<file path="src/rtl/processor_pkg.sv">
// Processor-wide constants and types: instruction-memory geometry, loader states, opcodes.
// No logic; imported by the loader and by anything that assembles instruction images.
package processor_pkg;

  localparam int IMEM_ADDR_WIDTH = 10;
  localparam int IMEM_MAX_WORDS  = 1024;
  localparam int IWORD_W         = 32;

  typedef enum logic [2:0] {
    IDLE,
    HDR_HI,
    HDR_LO,
    DATA,
    CHECK,
    DONE,
    ERROR
  } loader_state_t;

  // Opcode lives in the top byte of every instruction word
  localparam logic [7:0] OPC_NOP  = 8'h00;
  localparam logic [7:0] OPC_ADDI = 8'h10;
  localparam logic [7:0] OPC_LDI  = 8'h25;
  localparam logic [7:0] OPC_BR   = 8'h40;
  localparam logic [7:0] OPC_HALT = 8'hF0;

  function automatic logic [IWORD_W-1:0] insn(input logic [7:0] opc, input logic [23:0] imm);
    return {opc, imm};
  endfunction

endpackage

</file>
<file path="src/rtl/imem_word_assembler.sv">
// Packs big-endian bytes into 32-bit words; write pulse registered one cycle after the 4th byte.
// No backpressure of its own: accepts a byte whenever byte_vld is high.
module imem_word_assembler
  import processor_pkg::*;
#(
  parameter int ADDR_WIDTH = IMEM_ADDR_WIDTH
) (
  input  logic                  clock,
  input  logic                  reset_n,
  input  logic                  clear,
  input  logic                  byte_vld,
  input  logic [7:0]            byte_dat,
  output logic                  last_byte,
  output logic                  mem_we,
  output logic [ADDR_WIDTH-1:0] mem_addr,
  output logic [IWORD_W-1:0]    mem_wdata,
  output logic [ADDR_WIDTH:0]   word_cnt
);

  logic [IWORD_W-9:0] shift_q;
  logic [1:0]         byte_idx;

  assign last_byte = (byte_idx == 2'd3);

  always_ff @(posedge clock or negedge reset_n) begin
    if (!reset_n) begin
      shift_q   <= '0;
      byte_idx  <= '0;
      mem_we    <= 1'b0;
      mem_addr  <= '0;
      mem_wdata <= '0;
      word_cnt  <= '0;
    end else begin
      mem_we <= 1'b0;
      if (clear) begin
        shift_q  <= '0;
        byte_idx <= '0;
        word_cnt <= '0;
      end else if (byte_vld) begin
        byte_idx <= byte_idx + 2'd1;
        if (last_byte) begin
          // word_cnt advances on the same edge the pulse rises, so it counts issued writes
          mem_we    <= 1'b1;
          mem_wdata <= {shift_q, byte_dat};
          mem_addr  <= word_cnt[ADDR_WIDTH-1:0];
          word_cnt  <= word_cnt + 1'b1;
        end else begin
          shift_q <= {shift_q[IWORD_W-17:0], byte_dat};
        end
      end
    end
  end

endmodule

</file>
<file path="src/rtl/imem_loader.sv">
// Boot loader: header, big-endian words, XOR checksum -> imem writes; cpu_run once image verified.
// Each word written one cycle after its 4th byte; in_valid gaps simply stall, in_ready only while streaming.
module imem_loader
  import processor_pkg::*;
#(
  parameter int ADDR_WIDTH = IMEM_ADDR_WIDTH,
  parameter int MAX_WORDS  = IMEM_MAX_WORDS
) (
  input  logic                  clock,
  input  logic                  reset_n,
  input  logic                  load_start,
  input  logic                  in_valid,
  input  logic [7:0]            in_data,
  output logic                  in_ready,
  output logic                  mem_we,
  output logic [ADDR_WIDTH-1:0] mem_addr,
  output logic [IWORD_W-1:0]    mem_wdata,
  output logic                  cpu_run,
  output logic                  load_error,
  output logic [ADDR_WIDTH:0]   words_loaded
);

  loader_state_t state_q, state_d;
  logic [7:0]    n_hi_q;
  logic [15:0]   n_words_q;
  logic [15:0]   n_next;
  logic [7:0]    chk_q;
  logic          accept;
  logic          restart;
  logic          last_byte;

  assign in_ready   = (state_q == HDR_HI) || (state_q == HDR_LO) ||
                      (state_q == DATA)   || (state_q == CHECK);
  assign accept     = in_valid && in_ready;
  assign restart    = load_start &&
                      ((state_q == IDLE) || (state_q == DONE) || (state_q == ERROR));
  assign n_next     = {n_hi_q, in_data};
  assign cpu_run    = (state_q == DONE);
  assign load_error = (state_q == ERROR);

  always_ff @(posedge clock or negedge reset_n) begin
    if (!reset_n) state_q <= IDLE;
    else          state_q <= state_d;
  end

  always_comb begin
    state_d = state_q;
    unique case (state_q)
      IDLE:   if (load_start) state_d = HDR_HI;
      HDR_HI: if (accept) state_d = HDR_LO;
      HDR_LO: if (accept) begin
        if ((n_next == 16'd0) || (n_next > 16'(MAX_WORDS))) state_d = ERROR;
        else                                                  state_d = DATA;
      end
      DATA:   if (accept && last_byte && (16'(words_loaded) + 16'd1 == n_words_q)) state_d = CHECK;
      CHECK:  if (accept) state_d = (in_data == chk_q) ? DONE : ERROR;
      DONE,
      ERROR:  if (load_start) state_d = HDR_HI;
      default: state_d = IDLE;
    endcase
  end

  // Running XOR covers header and data; the checksum byte itself is only compared
  always_ff @(posedge clock or negedge reset_n) begin
    if (!reset_n) begin
      chk_q     <= '0;
      n_hi_q    <= '0;
      n_words_q <= '0;
    end else if (restart) begin
      chk_q     <= '0;
      n_hi_q    <= '0;
      n_words_q <= '0;
    end else if (accept && (state_q != CHECK)) begin
      chk_q <= chk_q ^ in_data;
      if (state_q == HDR_HI) n_hi_q    <= in_data;
      if (state_q == HDR_LO) n_words_q <= n_next;
    end
  end

  imem_word_assembler #(
    .ADDR_WIDTH(ADDR_WIDTH)
  ) u_asm (
    .clock     (clock),
    .reset_n   (reset_n),
    .clear     (restart),
    .byte_vld  (accept && (state_q == DATA)),
    .byte_dat  (in_data),
    .last_byte (last_byte),
    .mem_we    (mem_we),
    .mem_addr  (mem_addr),
    .mem_wdata (mem_wdata),
    .word_cnt  (words_loaded)
  );

endmodule

</file>
<file path="config.mk">
export PLATFORM = sky130hd
export DESIGN_NAME = imem_loader
export DESIGN_NICKNAME = d
export VERILOG_FILES = /design/src/rtl/processor_pkg.sv /design/src/rtl/imem_word_assembler.sv /design/src/rtl/imem_loader.sv
export SDC_FILE = /design/constraint.sdc
export NUM_CORES = 1
export LEC_CHECK = 0
export ABC_CLOCK_PERIOD_IN_PS = 3300
export BUFFER_PORTS_ARGS = -buffer_cell sky130_fd_sc_hd__buf_2
export CAP_MARGIN = 0
export CORE_MARGIN = 2
export CORE_UTILIZATION = 50
export DETAILED_ROUTE_END_ITERATION = 10
export PLACE_DENSITY = 0.79
export SYNTH_ARGS = -nofsm -noshare
export SYNTH_HDL_FRONTEND = slang
export SYNTH_HIERARCHICAL = 1
export SYNTH_SLANG_ARGS = --single-unit
</file>
<file path="constraint.sdc">
create_clock -name clock -period 3.3 [get_ports clock]
set_input_delay 0.165 -clock clock [delete_from_list [all_inputs] [get_ports clock]]
set_output_delay 0.165 -clock clock [all_outputs]
set_load 0.01 [all_outputs]
</file>
==> metrics <==
total track usage=24.0%; largest stage delay on the critical path=0.54 ns; top-count cell post-synth=dfrtp_1; r2r setup slk=0.85 ns; Layout area overhead=19.8%; nets=613; delay-heaviest family, CP=simple AND/OR/NAND/NOR gates; power per cell area=895 nW/µm²; Slew @ Worst Pin=0.912 ns; later-pin clock latency in the skew report=0.52 ns; Post-Syn Area per Cell=10.5 µm²; Critical R2R Launch=state_q[1]; Setup Skew=0.00731 ns; total gr overflow=0; Hold/Removal Path Class=input pin to flip-flop; final worst slack=0.846 ns; dpl cell area=5910 µm²; layout cells sized above 1=25.7%; CTS root buffer=clkbuf_8; clk slew on worst S/H paths=0.06 ns; core footprint=10800 µm²; share of the synthesized area in the top cell type=52.0%; reg2reg path depth=7; Final Hold Viols=0; reg-to-reg endpoint=u_asm/mem_wdata[2]; Hold Path Stages=4; # DRC=0; Tmin final=2.45 ns; Via density=5.69; crit share post-route=74.4%; max-cap viol count=0; Routed Antenna Nets=0; first drt pass iteration count=5; number of synthesized flops with an enable pin=0; drt initial violations=445; slowest CP cell=dfrtp_1; DIE HEIGHT=109 µm; most frequent cells after synthesis=dfrtp_1 (115), nand2_1 (113), a21oi_1 (58), mux2_4 (36), nor2_1 (27); row count=38; Critical Path Sink Type=flip-flop; postcts setup bufs=0; RD Place Congestion=0.867; dominant synthesized flop cell=dfrtp_1; sequential-to-total area share from yosys stat=52.0%; CTS tree=done; CP required=3.70 ns; post-DP HPWL=8200 µm; TritonCTS buffer count=17; number of warnings issued by yosys=6; diode count=0; IO buf count=68; # IOs=69; total nets after synthesis=540; end of the critical path=u_asm/mem_wdata[2]; Yosys top cell by area=dfrtp_1; Max-slew headroom=39.2%; VDD IR-drop max=0.485 mV; DRT Wirelength=13300 µm; Cell variety after synth=56; Die Wd=109 µm; critical path class=flip-flop to flip-flop; Initial Utilization=51.1%; vias in the first global route=4201; final count of pins violating max slew=0; Post-Place Setup Slack=0.898 ns; Pleak=3.22 nW; clk sinks=115; clock buffer depth=2; global-route wire length before repair=21400 µm; CP Launch Point=state_q[1]; initial antenna violation count=0; WL per Instance=17.8 µm; RSZ-0062 raised after global routing=no; Fmax=407 MHz; Final Power=5.94 mW; CP Depth=7; Synth area leaders=dfrtp_1 (52%), mux2_4 (9.8%), nand2_1 (7.7%); crit-path cells=nand2_1, nor2_1, buf_4, nand2_2, or2_2, buf_12, mux2_4; CP arrival=2.86 ns; Final setup viols=0; FILL cells=819; Gate Count Post-Synth=525; largest net degree at the start of global routing=75; ys async rst share=100%; post-synthesis register bit count=115; CP max FO=27; CTS HTree Levels=4; Worst setup SP type=flip-flop; worst path bufs/invs=2; final instance area=6630 µm²; Final TNS setup=0 ns; status=finished, final reports clean; via count=4274; Cell Area, Synth=5540 µm²; die area=11900 µm²
## placed cells by master, fill, tap and decap left out, types with 8 or more instances in the layout
cell type,netlist,final
a21oi_1,58,58
buf_2,6,67
clkbuf_16,0,16
dfrtp_1,115,115
dlygate4sd3_1,0,9
mux2_4,36,36
nand2_1,113,113
nand3_1,9,9
nor2_1,27,27
nor2b_1,8,8
o21ai_0,14,14
xnor2_1,13,13
xor2_1,19,19
## worst min-delay path: cells and delay by family
kind	cells	cell delay, ns
AOI/OAI and AO/OA	1	0.06
buffers and inverters	1	0.13
and+or+nand+nor	2	0.16
## metrics by stage
stage,hold WS (ns),instances,util [%]
CTS,0.00549,751,61.2
global route,0.0432,751,61.2
detailed placement,0.347,710,54.5
floorplan,-0.131,525,-
global placement,0.323,710,54.5
finish,0.0433,751,61.2
## layer usage
layer / up-vias / track usage [%] / share of wire, %
met1: 2099 / 30.4 / 43
met5: - / 0 / 0
met3: 38 / 5.92 / 5.9
met4: 0 / 9.31 / 2.6
met2: 176 / 39.7 / 49
li1: 1961 / - / -
## worst min-delay path by stage
stage	from	to	slack, ns
3_3_place_gp	reset_n	u_asm/mem_wdata[5]	0.32
6_report	load_start	state_q[1]	0.04
2_1_floorplan	reset_n	chk_q[0]	-0.13
4_1_cts	load_start	state_q[1]	0.005
5_1_grt	load_start	state_q[1]	0.04
3_5_place_dp	reset_n	u_asm/mem_wdata[5]	0.35
## what timing repair did
item | CTS | global route
hold endpoints to repair | 90 | 0
resized for setup | 0 | 0
hold buffers | 9 | 0
## cells by family (layout without fill, tap and decap cells)
family	count (synthesis)	count (layout)	share of synthesized area (%)
adders and majority gates	3	3	0.678
xor gates and xnor gates	33	33	5.47
and+or+nand+nor	203	203	16.9
AOI/OAI and AO/OA	94	94	9.90
muxes	43	43	11.1
buffers and inverters	34	120	3.93
DFF	115	115	52.0
## sequential cells by signal, summed over array words and instances (netlist names)
signal           cells
u_asm/word_cnt      11
n_hi_q               8
u_asm/mem_we         1
u_asm/mem_wdata     32
state_q              3
n_words_q           16
chk_q                8
u_asm/mem_addr      10
u_asm/byte_idx       2
u_asm/shift_q       24
## where the power goes
part	internal [mW]	leakage [nW]	total (mW)	switching (mW)
logic	0.799	1.37	1.72	0.926
registers	1.86	1.53	2.23	0.370
clock network	1.25	0.313	1.98	0.732
## layout make-up
cell class              instances  area (µm²)  area share, %
flip-flops and latches        115        2880           43.4
multi-input cells             376        2440           36.8
repair buffers                 82         483           7.28
clock buffers                  17         414           6.24
clock inverters                15         220           3.32
well taps                     140         175           2.64
inverters                       6        22.5          0.339
Power figures use the tool's default switching activity.
